===== config.mk =====
export PLATFORM = sky130hd
export DESIGN_NAME = i2s_tx_serializer_flat
export DESIGN_NICKNAME = d
export VERILOG_FILES = /design/src/rtl/i2s_tx_serializer_if.sv /design/src/rtl/i2s_tx_serializer.sv /design/src/flat_wrapper.sv
export SDC_FILE = /design/constraint.sdc
export NUM_CORES = 1
export LEC_CHECK = 0
export CORE_MARGIN = 2
export CORE_UTILIZATION = 59
export CTS_BUF_LIST = sky130_fd_sc_hd__clkbuf_16
export DETAILED_ROUTE_END_ITERATION = 8
export PLACE_DENSITY_LB_ADDON = 0.15
export SYNTH_ARGS = -nofsm -noshare
export SYNTH_HDL_FRONTEND = slang
export SYNTH_SLANG_ARGS = --single-unit
export TNS_END_PERCENT = 30

===== constraint.sdc =====
create_clock -name i2s_bclk -period 11.3 [get_ports i2s_bclk]
set_input_delay 3.39 -clock i2s_bclk [delete_from_list [all_inputs] [get_ports i2s_bclk]]
set_output_delay 3.39 -clock i2s_bclk [all_outputs]
set_load 0.005 [all_outputs]

===== src/rtl/i2s_tx_serializer_if.sv =====
// Sample-pair handshake between the upstream FIFO and the I2S transmitter.
// Transfer happens on a bit-clock edge where s_valid && s_ready.
interface i2s_tx_serializer_if #(
    parameter int unsigned I2S_WIDTH = 24
);
    logic [I2S_WIDTH-1:0] s_left;
    logic [I2S_WIDTH-1:0] s_right;
    logic                 s_valid;
    logic                 s_ready;

    modport master (
        output s_left,
        output s_right,
        output s_valid,
        input  s_ready
    );

    modport slave (
        input  s_left,
        input  s_right,
        input  s_valid,
        output s_ready
    );
endinterface


===== src/rtl/i2s_tx_serializer.sv =====
// I2S (Philips) master transmitter: one-bit delay, MSB first, fixed-width slots.
// A single holding register decouples the handshake from frame-aligned word latching.
module i2s_tx_serializer #(
    parameter int unsigned I2S_WIDTH = 24,
    parameter int unsigned SLOT_BITS = 32
) (
    input  logic               i2s_bclk,
    input  logic               sys_rst,
    i2s_tx_serializer_if.slave s_bus,
    output logic               i2s_lrclk,
    output logic               i2s_data,
    output logic               frame_start,
    output logic               underrun
);
    localparam int unsigned    CntW    = $clog2(SLOT_BITS);
    localparam logic [CntW-1:0] LastBit = CntW'(SLOT_BITS - 1);

    logic                 r_ch;
    logic [CntW-1:0]      r_bit_cnt;
    logic                 r_hold_full;
    logic [I2S_WIDTH-1:0] r_hold_l;
    logic [I2S_WIDTH-1:0] r_hold_r;
    logic [I2S_WIDTH-1:0] r_tx_r;
    logic [I2S_WIDTH-1:0] r_shift;
    logic                 r_lrclk;
    logic                 r_data;
    logic                 r_frame_start;
    logic                 r_underrun;

    logic                 w_wrap;
    logic                 w_boundary;
    logic                 w_accept;
    logic                 w_ch_nxt;
    logic [CntW-1:0]      w_bit_nxt;
    logic                 w_hold_full_nxt;
    logic [I2S_WIDTH-1:0] w_hold_l_nxt;
    logic [I2S_WIDTH-1:0] w_hold_r_nxt;
    logic [I2S_WIDTH-1:0] w_tx_l;
    logic [I2S_WIDTH-1:0] w_tx_r;
    logic [I2S_WIDTH-1:0] w_tx_r_nxt;
    logic [I2S_WIDTH-1:0] w_shift_nxt;
    logic                 w_data_nxt;

    always_comb begin
        w_wrap     = (r_bit_cnt == LastBit);
        w_boundary = r_ch && w_wrap;
        w_accept   = s_bus.s_valid && !r_hold_full;
        w_ch_nxt   = r_ch ^ w_wrap;
        w_bit_nxt  = w_wrap ? '0 : r_bit_cnt + CntW'(1);

        // An empty holding register at the boundary sends a silent frame.
        w_tx_l     = r_hold_full ? r_hold_l : '0;
        w_tx_r     = r_hold_full ? r_hold_r : '0;
        w_tx_r_nxt = w_boundary ? w_tx_r : r_tx_r;

        w_hold_full_nxt = r_hold_full;
        w_hold_l_nxt    = r_hold_l;
        w_hold_r_nxt    = r_hold_r;
        if (w_boundary) begin
            w_hold_full_nxt = 1'b0;
        end
        // Accept at the boundary is only possible when empty: it fills holding, no bypass.
        if (w_accept) begin
            w_hold_full_nxt = 1'b1;
            w_hold_l_nxt    = s_bus.s_left;
            w_hold_r_nxt    = s_bus.s_right;
        end

        // Load at slot bit 0 (the delay bit); the MSB leaves on bit 1, zeros after the LSB.
        if (w_bit_nxt == '0) begin
            w_shift_nxt = w_ch_nxt ? r_tx_r : w_tx_l;
            w_data_nxt  = 1'b0;
        end else begin
            w_shift_nxt = r_shift << 1;
            w_data_nxt  = r_shift[I2S_WIDTH-1];
        end
    end

    always_ff @(posedge i2s_bclk or posedge sys_rst) begin
        if (sys_rst) begin
            r_ch          <= 1'b1;
            r_bit_cnt     <= LastBit;
            r_hold_full   <= 1'b0;
            r_hold_l      <= '0;
            r_hold_r      <= '0;
            r_tx_r        <= '0;
            r_shift       <= '0;
            r_lrclk       <= 1'b1;
            r_data        <= 1'b0;
            r_frame_start <= 1'b0;
            r_underrun    <= 1'b0;
        end else begin
            r_ch          <= w_ch_nxt;
            r_bit_cnt     <= w_bit_nxt;
            r_hold_full   <= w_hold_full_nxt;
            r_hold_l      <= w_hold_l_nxt;
            r_hold_r      <= w_hold_r_nxt;
            r_tx_r        <= w_tx_r_nxt;
            r_shift       <= w_shift_nxt;
            r_lrclk       <= w_ch_nxt;
            r_data        <= w_data_nxt;
            r_frame_start <= w_boundary;
            r_underrun    <= w_boundary && !r_hold_full;
        end
    end

    assign s_bus.s_ready = !r_hold_full;
    assign i2s_lrclk     = r_lrclk;
    assign i2s_data      = r_data;
    assign frame_start   = r_frame_start;
    assign underrun      = r_underrun;
endmodule


===== src/flat_wrapper.sv =====
// flat-port wrapper written by rule: the top's interface ports become plain ports
module i2s_tx_serializer_flat 
#(
    parameter int unsigned I2S_WIDTH = 24,
    parameter int unsigned SLOT_BITS = 32
)
  (i2s_bclk, sys_rst, i2s_lrclk, i2s_data, frame_start, underrun, s_bus_s_left, s_bus_s_right, s_bus_s_valid, s_bus_s_ready);
  i2s_tx_serializer_if #(.I2S_WIDTH(I2S_WIDTH)) s_bus_i ();
  input  logic i2s_bclk;
  input  logic sys_rst;
  output logic i2s_lrclk;
  output logic i2s_data;
  output logic frame_start;
  output logic underrun;
  input wire logic [$bits(s_bus_i.s_left)-1:0] s_bus_s_left;
  input wire logic [$bits(s_bus_i.s_right)-1:0] s_bus_s_right;
  input wire logic [$bits(s_bus_i.s_valid)-1:0] s_bus_s_valid;
  output wire logic [$bits(s_bus_i.s_ready)-1:0] s_bus_s_ready;
  assign s_bus_i.s_left = s_bus_s_left;
  assign s_bus_i.s_right = s_bus_s_right;
  assign s_bus_i.s_valid = s_bus_s_valid;
  assign s_bus_s_ready = s_bus_i.s_ready;
  i2s_tx_serializer #(.I2S_WIDTH(I2S_WIDTH), .SLOT_BITS(SLOT_BITS)) u_core (.i2s_bclk(i2s_bclk), .sys_rst(sys_rst), .s_bus(s_bus_i), .i2s_lrclk(i2s_lrclk), .i2s_data(i2s_data), .frame_start(frame_start), .underrun(underrun));
endmodule

==> results.py, run 1 <==
metrics = {
    "sta": {
        "grt_setup_unrepaired": "no",
        "fmax_ghz": 0.207,
        "setup_violations": 0,
        "worst_slew_pin_slew_ns": 1.12,
        "fin_crit_sh_pct": 42.7,
        "tns_ns": 0,
        "hold_viol_final": 0,
        "finClkSkew_ns": 0.00806,
        "slew-limit-headroom_pct": 25.5,
        "min_period_ns": 4.83,
        "final_max_slew_viol_count": 0,
    },
    "setup_path": {
        "critPathLaunchType": "flop",
        "crit_chain": "clkdlybuf4s50_1",
        "worstPathArrival_ns": 1.44,
        "critPathRequiredTime_ns": 7.91,
        "path_buf_inv": 1,
        "cp_max_fo": 3,
        "worstReg2RegStart": "u_core.r_bit_cnt[0]",
        "path_class": "reg2out",
        "r2r_slack_ns": 8.45,
        "slowest_delay_ns": 0.59,
        "crit_slowest_cell": "dfstp_2",
        "end_kind": "primary output",
        "crit_family": "flip-flops",
        "crit_start": "u_core.r_ch",
    },
    "floorplan": {
        "core_area_mm2": 0.00718,
        "start_util_pct": 60.6,
        "rows": 31,
        "die_h_um": 89.8,
        "io_pins": 56,
        "fp.dieW_um": 89.8,
        "die_area_mm2": 0.00807,
    },
    "logic_synthesis": {
        "synth-edff-count": 0,
        "synthTopCellsByCount": "dfrtp_1, nand2_1, mux2_2",
        "ys_seq_elements": 106,
        "netlist_instances": 367,
        "netlist_area_mm2": 0.00435,
        "synth_fp_nets": 422,
        "synth_cell_types": 21,
        "ys_seq_area_share_pct": 61.2,
        "synth_area_leaders": "dfrtp_1, mux2_2, nand2_1",
        "synthArstFlopShare_pct": 100,
        "synth_most_common_cell": "dfrtp_1",
        "synth_warnings": 0,
        "synth_top_area_share_pct": 57.6,
        "netlist.top_cell.by_area": "dfrtp_1",
        "synthFlopType": "dfrtp_1",
        "syn_avg_cell_area_um2": 11.8,
    },
    "clock_tree": {
        "insertion_delay_ns": 0.33,
        "ctsRootBufferMaster": "clkbuf_16",
        "cts-resized-gates": 0,
        "path_clk_slew_ns": 0.07,
        "cts_setup_buffers": 0,
        "cts_made_buffers": 9,
        "cts.path.max_buffers": 2,
        "ctsHoldBuffers": 0,
        "cts_tree": "yes",
        "cts-htree-levels": 3,
        "cts.sink_count": 106,
    },
    "layout": {
        "areaGrowthSynthToFinish_pct": 21.7,
        "multi_input_comb_area_mm2": 0.00160,
        "layout-drive-gt1-share_pct": 23.6,
        "finalNonFillerCells": 519,
        "fill_cells": 485,
        "ff_latch_area_mm2": 0.00266,
        "nets": 470,
        "antenna_cells": 0,
    },
    "global_routing": {
        "grt_overflow": 0,
        "antenna_found_initial": 0,
        "grt_pass1_wl_um": 13100,
        "grt_pass1_vias": 2788,
        "grt_max_degree": 80,
        "grt_usage_pct": 20.4,
    },
    "hold_path": {
        "hold_path_class": "reg2reg",
        "hp-start": "u_core.r_shift[23]",
    },
    "routing": {
        "firstDrtPassIters": 4,
        "ant_nets": 0,
        "drc": 0,
        "wirelength_um": 7450,
        "wire_per_inst_um": 14.3,
        "drt-vias-per-instance": 5.22,
        "drt_iter0_drc": 117,
        "dr_total_vias": 2711,
    },
    "pwr": {
        "cellPowerDensity_mw_per_mm2": 175,
        "ir_worst_vdd_v": 0.000120,
        "p_total_mw": 0.925,
        "leakage_nw": 2.42,
    },
    "outcome": {
        "status": "finished clean",
    },
    "place": {
        "dp_cells": 503,
        "io_buffer_count": 55,
        "place_congestion": 0.716,
        "hpwl_um": 4540,
    },
    "job": {
        "max_cap_violations": 0,
    },
}
-- cells by family after synthesis --
kind of cell | synth area share [%]
muxes | 18.7
DFF | 61.2
xor gates and xnor gates | 0.403
buffers and inverters | 2.68
AOI/OAI and AO/OA | 5.70
and+or+nand+nor | 10.1
adders and majority gates | 1.15
-- final cells by class --
type | instances | area share, %
Timing Repair Buffer | 60 | 11.1
Multi-Input combinational cell | 235 | 30.2
Inverter | 3 | 0.260
Tap cell | 99 | 2.34
Sequential cell | 106 | 50.3
Clock inverter | 7 | 1.56
Clock buffer | 9 | 4.26
-- final timing paths --
path | to | cells past startpoint
setup / recovery | i2s_lrclk | 1
hold / removal | u_core.i2s_data | 1
max in group asynchronous | u_core.r_hold_full | 3
setup reg to reg | u_core.r_shift[21] | 6
hold reg to reg | u_core.i2s_data | 1
min in group asynchronous | u_core.r_hold_l[1] | 2
-- placed cells by master, fill, tap and decap left out, types with 2 or more instances in the layout --
cell type         n
clkdlybuf4s50_1  55
clkbuf_16         9
buf_4             5
mux2_2           70
nor2_1            4
nand2_1          97
bufinv_16         2
o21ai_0          48
dfrtp_1          99
dfstp_2           6
ha_1              4
nor2b_1           2
inv_1             6
-- routing by layer --
metal	track usage, %	part of all wire, %	vias to the layer above
met5	0	0	-
met4	7.69	1.5	0
met3	3.94	3.6	9
met2	31.6	47	54
met1	29.0	48	1334
li1	-	-	1314
-- per-stage QoR --
step                      setup WS (ns)  hold slack, ns  utilization [%]  instance area [um2]
final                              6.47           0.461             73.7                 5290
after floorplan                    5.13           0.433                -                 4350
after global routing               6.29           0.485             73.7                 5290
after CTS                          6.45           0.462             73.7                 5290
after global placement             6.14           0.440             69.4                 4980
after detailed placement           6.14           0.444             69.4                 4980
-- sequential cells by signal (all words and copies together) (netlist names) --
name                flops
u_core.i2s_data         1
u_core.r_hold_l        24
u_core.r_shift         24
u_core.r_bit_cnt        5
u_core.r_tx_r          24
u_core.r_hold_full      1
u_core.underrun         1
u_core.frame_start      1
u_core.r_hold_r        24
u_core.r_ch             1
-- report_power, final --
group | switching [mW] | internal, mW | leakage, nW
Combinational | 0.0471 | 0.0795 | 0.916
Sequential | 0.0348 | 0.446 | 1.35
Clock | 0.126 | 0.191 | 0.161
Total | 0.208 | 0.717 | 2.42
Note: power is estimated with default switching activity, not from simulation.
==> run 2, diff against run 1 <==
--- a/config.mk
+++ b/config.mk
@@ -6,7 +6,7 @@
 export NUM_CORES = 1
 export LEC_CHECK = 0
 export CORE_MARGIN = 2
-export CORE_UTILIZATION = 59
+export CORE_UTILIZATION = 55
 export CTS_BUF_LIST = sky130_fd_sc_hd__clkbuf_16
 export DETAILED_ROUTE_END_ITERATION = 8
 export PLACE_DENSITY_LB_ADDON = 0.15
==> constraint.sdc (replaced) <==
create_clock -name i2s_bclk -period 5 [get_ports i2s_bclk]
set_input_delay 1.5 -clock i2s_bclk [delete_from_list [all_inputs] [get_ports i2s_bclk]]
set_output_delay 1.5 -clock i2s_bclk [all_outputs]
set_load 0.005 [all_outputs]
==> results.py, run 2 (synthesis results as in run 1) <==
metrics = {
    "outcome": {
        "status": "finished clean",
    },
    "setup_path": {
        "r2r.worst_path.cells": 8,
        "crit_chain": "clkdlybuf4s50_1 -> nor2b_4 -> buf_4 -> mux2_2",
        "worstReg2RegStart": "u_core.r_bit_cnt[0]",
        "crit_slowest_cell": "nor2b_4",
        "crit_start": "s_bus_s_valid",
        "slowest_delay_ns": 0.60,
        "end_kind": "flop",
        "critPathRequiredTime_ns": 5.22,
        "r2r-end": "u_core.r_shift[14]",
        "critPathLaunchType": "input pin",
        "path_class": "in2reg",
        "r2r_slack_ns": 2.35,
        "worstPathArrival_ns": 3.39,
        "cp_max_fo": 26,
    },
    "sta": {
        "min_period_ns": 3.18,
        "worst_slew_pin_slew_ns": 0.743,
        "finClkSkew_ns": 0.00566,
        "fmax_ghz": 0.315,
        "setup_violations": 0,
        "final_max_slew_viol_count": 0,
        "hold_viol_final": 0,
        "tns_ns": 0,
        "slew-limit-headroom_pct": 50.4,
        "fin_crit_sh_pct": 63.5,
        "grt_setup_unrepaired": "no",
    },
    "pwr": {
        "ir_worst_vdd_v": 0.000181,
        "p_total_mw": 2.07,
        "cellPowerDensity_mw_per_mm2": 392,
        "leakage_nw": 2.41,
    },
    "routing": {
        "dr_total_vias": 2685,
        "wl_met2_um": 3320,
        "wirelength_um": 7690,
        "wire_per_inst_um": 14.7,
        "drc": 0,
        "drt-vias-per-instance": 5.12,
        "ant_nets": 0,
        "maxUsedRoutingLayer": "met4",
        "drt_iter0_drc": 192,
        "firstDrtPassIters": 4,
        "met1_length_um": 4040,
        "met3WireLength_um": 229,
    },
    "clock_tree": {
        "cts-resized-gates": 0,
        "cts.path.max_buffers": 2,
        "cts_tree": "yes",
        "cts_made_buffers": 9,
        "ctsHoldBuffers": 0,
        "path_clk_slew_ns": 0.07,
        "cts-htree-levels": 3,
        "ctsRootBufferMaster": "clkbuf_16",
        "cts_setup_buffers": 0,
        "insertion_delay_ns": 0.33,
        "cts.sink_count": 106,
    },
    "layout": {
        "fill_cells": 577,
        "final_common_cell": "dfrtp_1",
        "final_cell_mix": "dfrtp_1, nand2_1, mux2_2, clkdlybuf4s50_1, o21ai_0",
        "areaGrowthSynthToFinish_pct": 21.6,
        "antenna_cells": 0,
        "layout-drive-gt1-share_pct": 24.4,
        "nets": 472,
    },
    "floorplan": {
        "core_area_mm2": 0.00769,
        "fp.dieW_um": 92.9,
        "start_util_pct": 56.5,
        "rows": 32,
        "io_pins": 56,
        "die_area_mm2": 0.00863,
        "die_h_um": 92.9,
    },
    "global_routing": {
        "grt_overflow": 0,
        "grt_usage_pct": 19.6,
        "grt_pass1_vias": 2694,
        "grt_pass1_wl_um": 13100,
        "antenna_found_initial": 0,
        "grt_max_degree": 64,
    },
    "hold_path": {
        "min_to": "u_core.r_shift[5]",
        "hp-start": "u_core.r_shift[4]",
        "hold_depth": 1,
        "hold_path_class": "reg2reg",
    },
    "place": {
        "place_congestion": 0.732,
        "io_buffer_count": 55,
        "hpwl_um": 4830,
    },
    "job": {
        "max_cap_violations": 0,
    },
}
-- run 2: changes by cell type in the layout (fill, tap and decap cells not counted), sizes merged --
| cell | delta |
|---|---|
| buf | +2 |
| clkinv | +3 |
| inv | -4 |
| clkinvlp | +2 |
| bufinv | -1 |
-- run 2: worst max-delay path: cells and delay by family --
family,cells,cell delay [ns]
simple gates,1,0.60
mux,1,0.38
buf+inv,2,0.91
-- run 2: how the worst max path moves through the flow --
stage                                endpoint  slack, ns
final                     u_core.r_hold_l[21]       1.82
after global routing      u_core.r_hold_r[12]       1.69
after CTS                 u_core.r_hold_l[21]       1.81
after detailed placement  u_core.r_hold_r[17]       1.46
after global placement     u_core.r_hold_r[8]       1.49
after floorplan            u_core.frame_start       0.72
-- run 2: area by class of cell --
cell class | count | area, um2 | area share (%)
clock buffer | 9 | 225 | 4.26
clock inverter | 7 | 70.1 | 1.33
inverter | 3 | 13.8 | 0.260
multi-input combinational | 235 | 1580 | 30.0
sequential | 106 | 2660 | 50.3
tap | 102 | 128 | 2.42
timing repair buffer | 62 | 603 | 11.4
-- run 2: layer usage --
layer / track usage (%) / up-vias
li1: - / 1320
met1: 29.8 / 1305
met2: 28.4 / 52
met3: 3.17 / 8
met4: 7.97 / 0
met5: 0 / -
-- run 2: report_power, final --
part,total [mW],switching (mW),internal [mW]
Sequential,1.09,0.0853,1.01
Clock,0.687,0.301,0.386
Combinational,0.291,0.110,0.180
-- run 2: through the flow --
| stage | instances | util [%] | setup slack, ns | cell area [um2] | hold WS (ns) |
|---|---|---|---|---|---|
| final | 524 | 68.7 | 1.82 | 5280 | 0.454 |
| after global routing | 524 | 68.7 | 1.69 | 5280 | 0.493 |
| after CTS | 524 | 68.7 | 1.81 | 5280 | 0.456 |
| after detailed placement | 508 | 64.9 | 1.46 | 4990 | 0.443 |
| after global placement | 508 | 64.9 | 1.49 | 4990 | 0.437 |
| after floorplan | 367 | - | 0.721 | 4350 | 0.433 |
==> run 3, diff against run 2 <==
--- a/config.mk
+++ b/config.mk
@@ -6,7 +6,7 @@
 export NUM_CORES = 1
 export LEC_CHECK = 0
 export CORE_MARGIN = 2
-export CORE_UTILIZATION = 55
+export CORE_UTILIZATION = 49
 export CTS_BUF_LIST = sky130_fd_sc_hd__clkbuf_16
 export DETAILED_ROUTE_END_ITERATION = 8
 export PLACE_DENSITY_LB_ADDON = 0.15
==> constraint.sdc (replaced) <==
create_clock -name i2s_bclk -period 2.55 [get_ports i2s_bclk]
set_input_delay 0.765 -clock i2s_bclk [delete_from_list [all_inputs] [get_ports i2s_bclk]]
set_output_delay 0.765 -clock i2s_bclk [all_outputs]
set_load 0.005 [all_outputs]
==> results.py, run 3 (synthesis results as in run 1) <==
metrics = {
    "sta": {
        "slew-limit-headroom_pct": 63.4,
        "fmax_ghz": 0.407,
        "hold_viol_final": 0,
        "min_period_ns": 2.46,
        "setup_violations": 0,
        "final_max_slew_viol_count": 0,
        "tns_ns": 0,
        "fin_crit_sh_pct": 96.4,
        "worst_slew_pin_slew_ns": 0.549,
        "grt_setup_unrepaired": "no",
        "finClkSkew_ns": 0.00844,
    },
    "clock_tree": {
        "cts.path.max_buffers": 2,
        "insertion_delay_ns": 0.34,
        "cts-htree-levels": 3,
        "cts_setup_buffers": 0,
        "ctsRootBufferMaster": "clkbuf_16",
        "cts_tree": "yes",
        "ctsHoldBuffers": 0,
        "path_clk_slew_ns": 0.07,
        "cts-resized-gates": 0,
        "cts.sink_count": 106,
        "cts_made_buffers": 9,
    },
    "pwr": {
        "leakage_nw": 2.43,
        "cellPowerDensity_mw_per_mm2": 748,
        "p_total_mw": 4.00,
        "ir_worst_vdd_v": 0.000434,
    },
    "hold_path": {
        "hold_depth": 1,
        "hold_path_class": "reg2reg",
    },
    "setup_path": {
        "r2r.worst_path.cells": 8,
        "crit_chain": "ha_1 -> and3_1 -> ha_1 -> nor2_1 -> mux2_4 -> nor4b_4 -> buf_12 -> mux2_2",
        "end_kind": "flop",
        "cp_common_cell": "ha_1",
        "critPathRequiredTime_ns": 2.77,
        "slowest_delay_ns": 0.56,
        "path_class": "reg2reg",
        "cp_max_fo": 25,
        "crit_slowest_cell": "dfstp_2",
        "worstPathArrival_ns": 2.68,
        "critPathLaunchType": "flop",
    },
    "floorplan": {
        "core_area_mm2": 0.00868,
        "rows": 34,
        "fp.dieW_um": 98.2,
        "io_pins": 56,
        "start_util_pct": 50.1,
        "die_area_mm2": 0.00964,
        "die_h_um": 98.2,
    },
    "layout": {
        "antenna_cells": 0,
        "areaGrowthSynthToFinish_pct": 23.1,
        "fill_cells": 768,
        "multi_input_comb_area_mm2": 0.00160,
        "nets": 474,
        "ff_latch_area_mm2": 0.00266,
        "layout-drive-gt1-share_pct": 25.5,
        "final_common_cell": "dfrtp_1",
        "final_cell_mix": "dfrtp_1, nand2_1, mux2_2, clkdlybuf4s50_1, o21ai_0",
    },
    "global_routing": {
        "grt_pass1_vias": 2748,
        "antenna_found_initial": 0,
        "grt_max_degree": 107,
        "grt_overflow": 0,
        "grt_usage_pct": 16.3,
        "grt_pass1_wl_um": 12700,
    },
    "routing": {
        "ant_nets": 0,
        "drc": 0,
        "wire_per_inst_um": 13.7,
        "firstDrtPassIters": 4,
        "drt_iter0_drc": 53,
        "dr_total_vias": 2688,
        "wirelength_um": 7310,
        "drt-vias-per-instance": 5.05,
    },
    "place": {
        "place_congestion": 0.722,
        "io_buffer_count": 55,
        "hpwl_um": 4450,
    },
    "outcome": {
        "status": "finished clean",
    },
    "job": {
        "max_cap_violations": 0,
    },
}
-- run 3: changes by cell type in the layout (fill, tap and decap cells not counted), sizes merged --
cell,previous run,this run
inv,3,7
buf,7,9
clkinv,3,1
bufinv,1,0
clkinvlp,3,2
-- run 3: layout make-up --
type / count / share of cell area (%)
multi-input cells: 235 / 29.9
clock inverters: 7 / 1.10
well taps: 108 / 2.53
repair buffers: 64 / 12.3
clock buffers: 9 / 4.21
inverters: 3 / 0.281
flip-flops and latches: 106 / 49.8
-- run 3: through the flow --
| stage | cells | hold slack (ns) | setup slack [ns] | utilization [%] | cell area, um2 |
|---|---|---|---|---|---|
| 2_1_floorplan | 367 | 0.433 | 0.0642 | - | 4350 |
| 3_5_place_dp | 516 | 0.451 | 0.0994 | 58.4 | 5060 |
| 3_3_place_gp | 516 | 0.443 | 0.185 | 58.4 | 5060 |
| 6_report | 532 | 0.462 | 0.0925 | 61.6 | 5350 |
| 5_1_grt | 532 | 0.494 | 0.0175 | 61.6 | 5350 |
| 4_1_cts | 532 | 0.467 | 0.0835 | 61.6 | 5350 |
-- run 3: report_power, final --
| group | internal (mW) | total (mW) | switching, mW |
|---|---|---|---|
| sequential | 1.98 | 2.13 | 0.152 |
| combinational | 0.356 | 0.560 | 0.203 |
| clock | 0.682 | 1.31 | 0.631 |
-- run 3: worst paths after layout --
kind | start | end | slack, ns
worst max register to register | u_core.r_bit_cnt[0] | u_core.r_shift[20] | 0.09
min in group asynchronous | sys_rst | u_core.r_hold_l[6] | 0.93
worst max-delay path | u_core.r_bit_cnt[0] | u_core.r_shift[20] | 0.09
worst min-delay path | u_core.r_shift[23] | u_core.i2s_data | 0.46
worst min register to register | u_core.r_shift[23] | u_core.i2s_data | 0.46
max in group asynchronous | sys_rst | u_core.r_hold_r[2] | 1.21
-- run 3: critical path, delay by kind of cell (launching register included) --
family                   cells  cell delay, ns
adder cells (fa/ha/maj)      2            0.37
buffers and inverters        1            0.22
flip-flops                   1            0.56
multiplexers                 2            0.64
AND/OR/NAND/NOR              3            0.54
-- run 3: routing by layer --
metal	global-route usage (%)	routed length (um)
met3	4.22	344
met1	21.5	3410
met4	5.37	97
met2	26.7	3450
met5	0	0
